<file path="config.mk">
export PLATFORM = sky130hd
export DESIGN_NAME = i2s_tx_stream
export DESIGN_NICKNAME = d
export VERILOG_FILES = /design/src/rtl/i2s_tx_stream.sv
export SDC_FILE = /design/constraint.sdc
export NUM_CORES = 1
export LEC_CHECK = 0
export CORE_UTILIZATION = 55
export DETAILED_ROUTE_END_ITERATION = 16
export PLACE_DENSITY = 0.77
export SLEW_MARGIN = 15
export SYNTH_ARGS = -nofsm -noshare
export SYNTH_HDL_FRONTEND = slang
export SYNTH_SLANG_ARGS = --single-unit
export TNS_END_PERCENT = 50
</file>
<file path="constraint.sdc">
create_clock -name mclk -period 2.4 [get_ports mclk]
set_clock_uncertainty 0.1 [all_clocks]
set_input_delay 0.48 -clock mclk [delete_from_list [all_inputs] [get_ports mclk]]
set_output_delay 0.48 -clock mclk [all_outputs]
set_load 0.01 [all_outputs]
</file>
<file path="src/rtl/i2s_tx_stream.sv">
// i2s_tx_stream: I2S / left-justified stereo transmitter with a one-frame holding buffer
// Ports: mclk, rst (sync, active high); en transmit enable; mode 0=I2S 1=left-justified;
//        s_data_l, s_data_r, s_valid, s_ready frame handshake; sclk, ws, sd_tx serial outputs;
//        underrun one-mclk pulse when a frame starts with the buffer empty.
// Optional macro I2S_TX_UNDERRUN_CNT_EN adds underrun_cnt, a saturating 16-bit underrun counter.
module i2s_tx_stream #(
  parameter int WIDTH = 16,
  parameter int SLOT_BITS = 32,
  parameter int MCLK_PER_SCLK = 24
) (
  input  logic             mclk,
  input  logic             rst,
  input  logic             en,
  input  logic             mode,
  input  logic [WIDTH-1:0] s_data_l,
  input  logic [WIDTH-1:0] s_data_r,
  input  logic             s_valid,
  output logic             s_ready,
  output logic             sclk,
  output logic             ws,
  output logic             sd_tx,
  output logic             underrun
`ifdef I2S_TX_UNDERRUN_CNT_EN
  ,
  output logic [15:0]      underrun_cnt
`endif
);
  localparam int HALF = MCLK_PER_SCLK / 2;
  localparam int DW = (HALF > 1) ? $clog2(HALF) : 1;
  localparam int FW = 2 * SLOT_BITS;
  localparam int BW = $clog2(FW);
  localparam logic [DW-1:0] DIV_LAST = DW'(HALF - 1);
  localparam logic [BW-1:0] B_LAST = BW'(FW - 1);
  localparam logic [BW-1:0] B_SLOT = BW'(SLOT_BITS);
  logic [DW-1:0] div_q, div_d;
  logic [BW-1:0] b_q, b_d;
  logic [FW-1:0] sh_q, sh_d;
  logic [WIDTH-1:0] buf_l_q, buf_l_d, buf_r_q, buf_r_d;
  logic sclk_q, sclk_d, started_q, started_d, mode_q, mode_d, prev_q, prev_d;
  logic ws_q, ws_d, sd_q, sd_d, under_q, under_d, full_q, full_d, rdy_q, rdy_d;
  logic tc, fall, start, accept, lj;
  logic [SLOT_BITS-1:0] slot_l, slot_r;
  assign slot_l = SLOT_BITS'(buf_l_q) << (SLOT_BITS - WIDTH);
  assign slot_r = SLOT_BITS'(buf_r_q) << (SLOT_BITS - WIDTH);
  always_comb begin
    tc = en && div_q == DIV_LAST;
    fall = tc && sclk_q;
    // the first falling event after reset/enable is a frame start, later ones only on wrap
    start = fall && (!started_q || b_q == B_LAST);
    accept = s_valid && rdy_q;
    div_d = (!en || tc) ? '0 : div_q + DW'(1);
    sclk_d = en && (tc ? !sclk_q : sclk_q);
    started_d = en && (started_q || fall);
    b_d = !en ? '0 : (!fall || !started_q) ? b_q : (b_q == B_LAST) ? '0 : b_q + BW'(1);
    // the frame is kept as one left-justified image; its MSB is the LJ bit of the current index
    sh_d = !en ? '0 : start ? (full_q ? {slot_l, slot_r} : '0) : fall ? sh_q << 1 : sh_q;
    mode_d = start ? mode : mode_q;
    lj = sh_d[FW-1];
    prev_d = en && (fall ? lj : prev_q);
    ws_d = en && (fall ? (b_d >= B_SLOT) : ws_q);
    sd_d = en && (fall ? (mode_d ? lj : prev_q) : sd_q);
    under_d = start && !full_q;
    full_d = accept || (full_q && !start);
    rdy_d = !full_d;
    buf_l_d = accept ? s_data_l : buf_l_q;
    buf_r_d = accept ? s_data_r : buf_r_q;
  end
  always_ff @(posedge mclk) begin
    if (rst) begin
      div_q <= '0;
      b_q <= '0;
      sh_q <= '0;
      buf_l_q <= '0;
      buf_r_q <= '0;
      sclk_q <= 1'b0;
      started_q <= 1'b0;
      mode_q <= 1'b1;
      prev_q <= 1'b0;
      ws_q <= 1'b0;
      sd_q <= 1'b0;
      under_q <= 1'b0;
      full_q <= 1'b0;
      rdy_q <= 1'b0;
    end else begin
      div_q <= div_d;
      b_q <= b_d;
      sh_q <= sh_d;
      buf_l_q <= buf_l_d;
      buf_r_q <= buf_r_d;
      sclk_q <= sclk_d;
      started_q <= started_d;
      mode_q <= mode_d;
      prev_q <= prev_d;
      ws_q <= ws_d;
      sd_q <= sd_d;
      under_q <= under_d;
      full_q <= full_d;
      rdy_q <= rdy_d;
    end
  end
  assign s_ready = rdy_q;
  assign sclk = sclk_q;
  assign ws = ws_q;
  assign sd_tx = sd_q;
  assign underrun = under_q;
`ifdef I2S_TX_UNDERRUN_CNT_EN
  logic [15:0] cnt_q, cnt_d;
  always_comb cnt_d = (under_d && cnt_q != 16'hFFFF) ? cnt_q + 16'd1 : cnt_q;
  always_ff @(posedge mclk) cnt_q <= rst ? '0 : cnt_d;
  assign underrun_cnt = cnt_q;
`endif
endmodule

</file>
## After elaboration in Yosys (flattened, before gate mapping)

Index checks and enable logic that the tools add are counted.

| word-level totals | value |
|---|---|
| input port bits | 37 |
| output and inout port bits | 5 |
| register bits after elaboration | 115 |
| word-level logic and storage cells | 60 |

| cells by class | value |
|---|---|
| eq/ne operators | 2 |
| muxes and demuxes | 13 |
| magnitude comparators | 1 |
| add/subtract/negate cells | 2 |
| reduce and logical (&&, ||, !) cells | 26 |
| bitwise gates (word level) | 1 |

Operators with widths:

| kind | count |
|---|---|
| $mux 64 | 4 |
| $mux 6 | 3 |
| $logic_and 1x1->1 | 11 |
| $logic_not 1->1 | 7 |
| $add 6x1->6 const B | 1 |
| $eq 6x6->1 const B | 1 |
| $ge 6x6->1 const B | 1 |
| $mux 1 | 6 |
| $logic_or 1x1->1 | 5 |
| $add 4x1->4 const B | 1 |
| $eq 4x4->1 const B | 1 |
| $reduce_or 2->1 | 2 |
| $reduce_bool 2->1 | 1 |
| $not 1->1 | 1 |

## Longest topological paths before layout

| logic depth | value |
|---|---|
| depth in word-level cells | 10 |
| mapped depth | 9 |

## Worst setup path before layout

Ideal clock, no wire load.

| timing path | value |
|---|---|
| path kind | flip-flop to flip-flop |
| start point | register div_q[0] |
| end point | register sh_q[16] |
| setup slack | 235 ps |
| arrival time | 1,929 ps |
| period minus slack after synthesis | 2,165 ps |
| setup time | 136 ps |
| cell stages (with the launch flop) | 9 |
| path buffers | 3 |
| path through | dfxtp_1 > ha_1 > nor2b_1 > and3_1 > ha_1 > clkbuf_1 > clkbuf_1 > clkbuf_1 > a31oi_1 |

| between the ends | value |
|---|---|
| cells in the longest elaborated chain, start to end | 5 |
| elaborated cells on any way between the ends | 6 |

RTL lines:

| what | line | RTL |
|---|---|---|
| start: declaration | 35 | `logic [DW-1:0] div_q, div_d;` |
| start signal: assignment | 85 | `div_q <= div_d;` |
| $eq 4x4->1 (*) | 46 | `tc = en && div_q == DIV_LAST;` |
| $logic_and 1x1->1 (*) | 46 |  |
| $logic_and 1x1->1 (*) | 47 | `fall = tc && sclk_q;` |
| $logic_and 1x1->1 | 49 | `start = fall && (!started_q \|\| b_q == B_LAST);` |
| $mux 64 / $reduce_bool 2->1 (equally long branches) | -- |  |
| end signal: assignment | 72 | `sh_q <= '0;` |
| end signal: assignment | 87 | `sh_q <= sh_d;` |
| end: declaration | 37 | `logic [FW-1:0] sh_q, sh_d;` |

Every way passes the cells marked *; elsewhere a longest branch is shown, timed or not.
A chain may end at the register's enable or synchronous reset.

## Worst setup path after layout

| timing path | value |
|---|---|
| start point | register div_q[0] |
| end point | register ws_q, in the netlist ws |

| between the ends | value |
|---|---|
| cells in the longest elaborated chain, start to end | 10 |

RTL lines:

| what | line | RTL |
|---|---|---|
| $eq 4x4->1 (*) | 46 |  |
| $logic_and 1x1->1 (*) | 46 |  |
| $logic_and 1x1->1 (*) | 47 |  |
| $logic_not 1->1 | 54 | `b_d = !en ? '0 : (!fall \|\| !started_q) ? b_q : (b_q == B_LAST) ? '0 : b_q + BW'(1);` |
| $logic_or 1x1->1 | 54 |  |
| $mux 6 (2 in a row) | 54 |  |
| $ge 6x6->1 | 60 | `ws_d = en && (fall ? (b_d >= B_SLOT) : ws_q);` |
| $mux 1 (*) | 60 |  |
| $logic_and 1x1->1 (*) | 60 |  |
| end signal: assignment | 94 | `ws_q <= ws_d;` |
| end: declaration | 40 | `logic ws_q, ws_d, sd_q, sd_d, under_q, under_d, full_q, full_d, rdy_q, rdy_d;` |

Marks and branches as above.

==> Implementation_results.wiki <==
{| class="wikitable"
! Metric !! Value
|-
| Number of enable flip-flop cells after synthesis || 0
|-
| Global-route wire length before repair || 15.2 mm
|-
| Width of the chip || 91.7 µm
|-
| Final wirelength || 8.85 mm
|-
| Leading cell type in the layout, fill and taps excluded || sky130_fd_sc_hd__nand2_1
|-
| Capturing element type of the critical path || flop
|-
| Root buffer cell || sky130_fd_sc_hd__clkbuf_8
|-
| Biggest area contributors in the synthesized netlist || sky130_fd_sc_hd__dfxtp_1, sky130_fd_sc_hd__nand2_1, sky130_fd_sc_hd__a21oi_1
|-
| Critical path required time || 2.72 ns
|-
| Portion of the post-synthesis area used by sequential elements || 51.6%
|-
| Setup CP Type || flop to flop
|-
| Cell breakdown of the critical path || ha_1, nor2b_2, and3_1, ha_1, nand2_1, or2_1, or3_1, a31oi_1
|-
| Warnings from Yosys || 0
|-
| Post-Synthesis Cell Area || 0.00442 mm²
|-
| Hold Crit Start || buf_r_q[12]
|-
| Drt via density || 5.41
|-
| Fraction of the cycle the final worst path needs || 93.0%
|-
| WL per Instance || 12.9 µm
|-
| Highest-delay cell along the critical path || sky130_fd_sc_hd__or3_1
|-
| Number of nets in the finished design || 615
|-
| Vias in the first global route || 3,424
|-
| Highest Clock Rate || 448 MHz
|-
| Sinks on Clock Net || 114
|-
| Most instantiated flip-flop cell in the synthesis netlist || sky130_fd_sc_hd__dfxtp_1
|-
| Maximum fanout along the worst path || 4
|-
| Maximum buffer depth of the clock tree || 2
|-
| CTS Hold Buffers Added || 0
|-
| Number of flip-flops and latches in the synthesized netlist || 114
|-
| Antenna Violating Nets Remaining || 0
|-
| Leakage power summed over all cells || 1.83 nW
|-
| Critical Path Stages || 8
|-
| Min Tclk post-route || 2.23 ns
|-
| Number of H-tree levels || 4
|-
| Overall fraction of global-route tracks in use || 22.8%
|-
| Die span in y || 91.7 µm
|-
| Number of cells on the worst hold path || 2
|-
| Startpoint type of the worst setup path || flop
|-
| DP Area || 0.00492 mm²
|-
| Placeable Area || 0.00777 mm²
|-
| Count of unique library cells instantiated by Yosys || 34
|-
| P per Cell Area || 792 mW/mm²
|-
| Run status || complete, no violations
|-
| R2R Path End || ws
|-
| Routability Congestion || 0.763
|-
| Final hold violations || 0
|-
| Family with the most delay on the worst path || simple AND/OR/NAND/NOR gates
|-
| Max-slew violation count || 0
|-
| Final setup viols || 0
|-
| Post-synth ARST share || 0%
|-
| I/O pin cnt || 42
|-
| Placement row count || 32
|-
| Area fraction of the dominant cell type after synthesis || 51.6%
|-
| Initial antenna violation count || 0
|-
| First drt pass iteration count || 4
|-
| DRC Markers || 0
|-
| Startpoint of the lowest-slack register-to-register path || div_q[0]
|-
| Count of inserted antenna diode cells || 0
|-
| Share of cells above drive strength 1 || 7.34%
|-
| Overall die area || 0.00841 mm²
|-
| I/O Buffers || 41
|-
| VDD IR max || 0.591 mV
|-
| Library cell with the largest summed area after synthesis || sky130_fd_sc_hd__dfxtp_1
|-
| Post-route setup TNS || 0 ns
|-
| Post-route standard cell area excluding fillers || 0.00545 mm²
|-
| Cell repeated most along the worst path || sky130_fd_sc_hd__ha_1
|-
| Worst hold path class || flop to flop
|-
| Mean instance size in the synthesized netlist || 8.10 µm²
|-
| Setup repair after global routing missed its margin || false
|-
| Drt first-iter violations || 177
|-
| Initial core utilization || 57.0%
|-
| Buffers & Inverters on Critical Path || 0
|-
| Tightest slew margin relative to the limit || 73.3%
|-
| Synthesized Nets || 587
|-
| Total via count in the routed design || 3,720
|-
| Number of violations of the max-capacitance limit || 0
|-
| CTS tree || built
|-
| Hold EP || buf_r_q[12]
|-
| Number of buffers created by CTS || 17
|-
| Setup bufs post-CTS || 0
|-
| Worst Reg-to-Reg Cells || 8
|-
| Worst EP arrival || 2.55 ns
|-
| Clock insertion delay at the later pin of the skew report || 0.49 ns
|-
| Transition at the pin with the smallest max-transition slack || 0.400 ns
|-
| Top library cells by usage in the layout, fill and taps aside || sky130_fd_sc_hd__nand2_1, sky130_fd_sc_hd__dfxtp_1, sky130_fd_sc_hd__a21oi_1
|-
| Cells after Synth || 546
|-
| Growth of design area from synthesis to finish || 23.2%
|-
| Delay of the slowest critical-path stage || 0.39 ns
|-
| Pin count of the biggest net entering global routing || 78
|-
| DP HPWL || 5.13 mm
|-
| Clock slew at reported path FFs || 0.05 ns
|-
| Total gr overflow || 0
|-
| Reg-to-reg setup timing slack || 0.17 ns
|}
[cell usage after synthesis (2+ instances only)]
library cell               count
sky130_fd_sc_hd__buf_2         5
sky130_fd_sc_hd__inv_1         2
sky130_fd_sc_hd__nand3_1      31
sky130_fd_sc_hd__buf_1         6
sky130_fd_sc_hd__nand2_1     138
sky130_fd_sc_hd__and3_1        4
sky130_fd_sc_hd__a21oi_1      68
sky130_fd_sc_hd__nor2b_1       4
sky130_fd_sc_hd__buf_6         4
sky130_fd_sc_hd__nor2_1       11
sky130_fd_sc_hd__mux2i_1       2
sky130_fd_sc_hd__dfxtp_1     114
sky130_fd_sc_hd__xor2_1        3
sky130_fd_sc_hd__ha_1          4
sky130_fd_sc_hd__o21ai_0      35
sky130_fd_sc_hd__nand2b_1     31
sky130_fd_sc_hd__nand4_1       2
sky130_fd_sc_hd__clkbuf_1     29
sky130_fd_sc_hd__o21a_1        2
sky130_fd_sc_hd__and2_1        3
sky130_fd_sc_hd__nor3_1        3
sky130_fd_sc_hd__a31oi_1      33
[registers in the layout, indices dropped and copies added, names as in the netlist]
signal	flops
sh_q	63
buf_l_q	16
buf_r_q	16
b_q	6
div_q	4
full_q	1
mode_q	1
prev_q	1
s_ready	1
sclk	1
sd_tx	1
started_q	1
underrun	1
ws	1
[worst max-delay path by stage]
stage             start  endpoint  slack, ns
2_1_floorplan  div_q[0]  sh_q[16]       0.23
3_3_place_gp         en        ws       0.09
3_5_place_dp         en        ws       0.02
4_1_cts        div_q[0]  sh_q[44]       0.11
5_1_grt        div_q[0]  sh_q[44]      0.006
6_report       div_q[0]        ws       0.17
[layout make-up]
type                    instances  area, µm²
repair buffers                 53        563
flip-flops and latches        114       2280
clock inverters                 6       55.1
multi-input cells             386       1940
inverters                       2       7.51
fillers                       623       2310
clock buffers                  25        474
well taps                     102        128
[logic make-up after synthesis]
kind of cell	count (synthesis)	synth area share (%)
AND/OR/NAND/NOR	232	23.5
AO/OA/AOI/OAI	144	17.8
flip-flops	114	51.6
buffers and inverters	46	4.72
XOR/XNOR	4	0.792
adder cells (fa/ha/maj)	4	1.13
multiplexers	2	0.453
[what timing repair did]
action	in CTS	in global routing
endpoints found under the hold margin	0	0
resized for setup	0	2
endpoints found under the setup margin	0	51
[per-stage QoR]
stage                     std cells  worst slack, ns  hold WS, ns  total power [mW]  util, %
after CTS                       688            0.107        0.355              4.35     70.2
final                           688            0.169        0.356              4.32     70.2
after global placement          657           0.0894        0.325              2.14     63.4
after floorplan                 546            0.235        0.309              2.05        -
after detailed placement        657           0.0200        0.348              2.14     63.4
after global routing            688          0.00635        0.374              4.46     70.2
[worst reg2reg max path, cell delays in order, from the launching register on]
cell and delay (ns):
sky130_fd_sc_hd__dfxtp_1 0.37, sky130_fd_sc_hd__ha_1 0.19, sky130_fd_sc_hd__nor2b_2 0.22, sky130_fd_sc_hd__and3_1 0.21
sky130_fd_sc_hd__ha_1 0.17, sky130_fd_sc_hd__nand2_1 0.06, sky130_fd_sc_hd__or2_1 0.27, sky130_fd_sc_hd__or3_1 0.39
sky130_fd_sc_hd__a31oi_1 0.18
[report_power, final]
| group | switching (mW) | internal (mW) |
|---|---|---|
| registers | 0.0166 | 1.93 |
| clock network | 0.778 | 1.44 |
| logic | 0.0793 | 0.0841 |
[routing by layer]
| metal | routed length [µm] | track usage [%] |
|---|---|---|
| met1 | 4030 | 27.1 |
| met2 | 4330 | 38.9 |
| met3 | 354 | 6.14 |
| met4 | 131 | 9.77 |
| met5 | 0 | 0 |
Note: power is estimated with default switching activity, not from simulation.
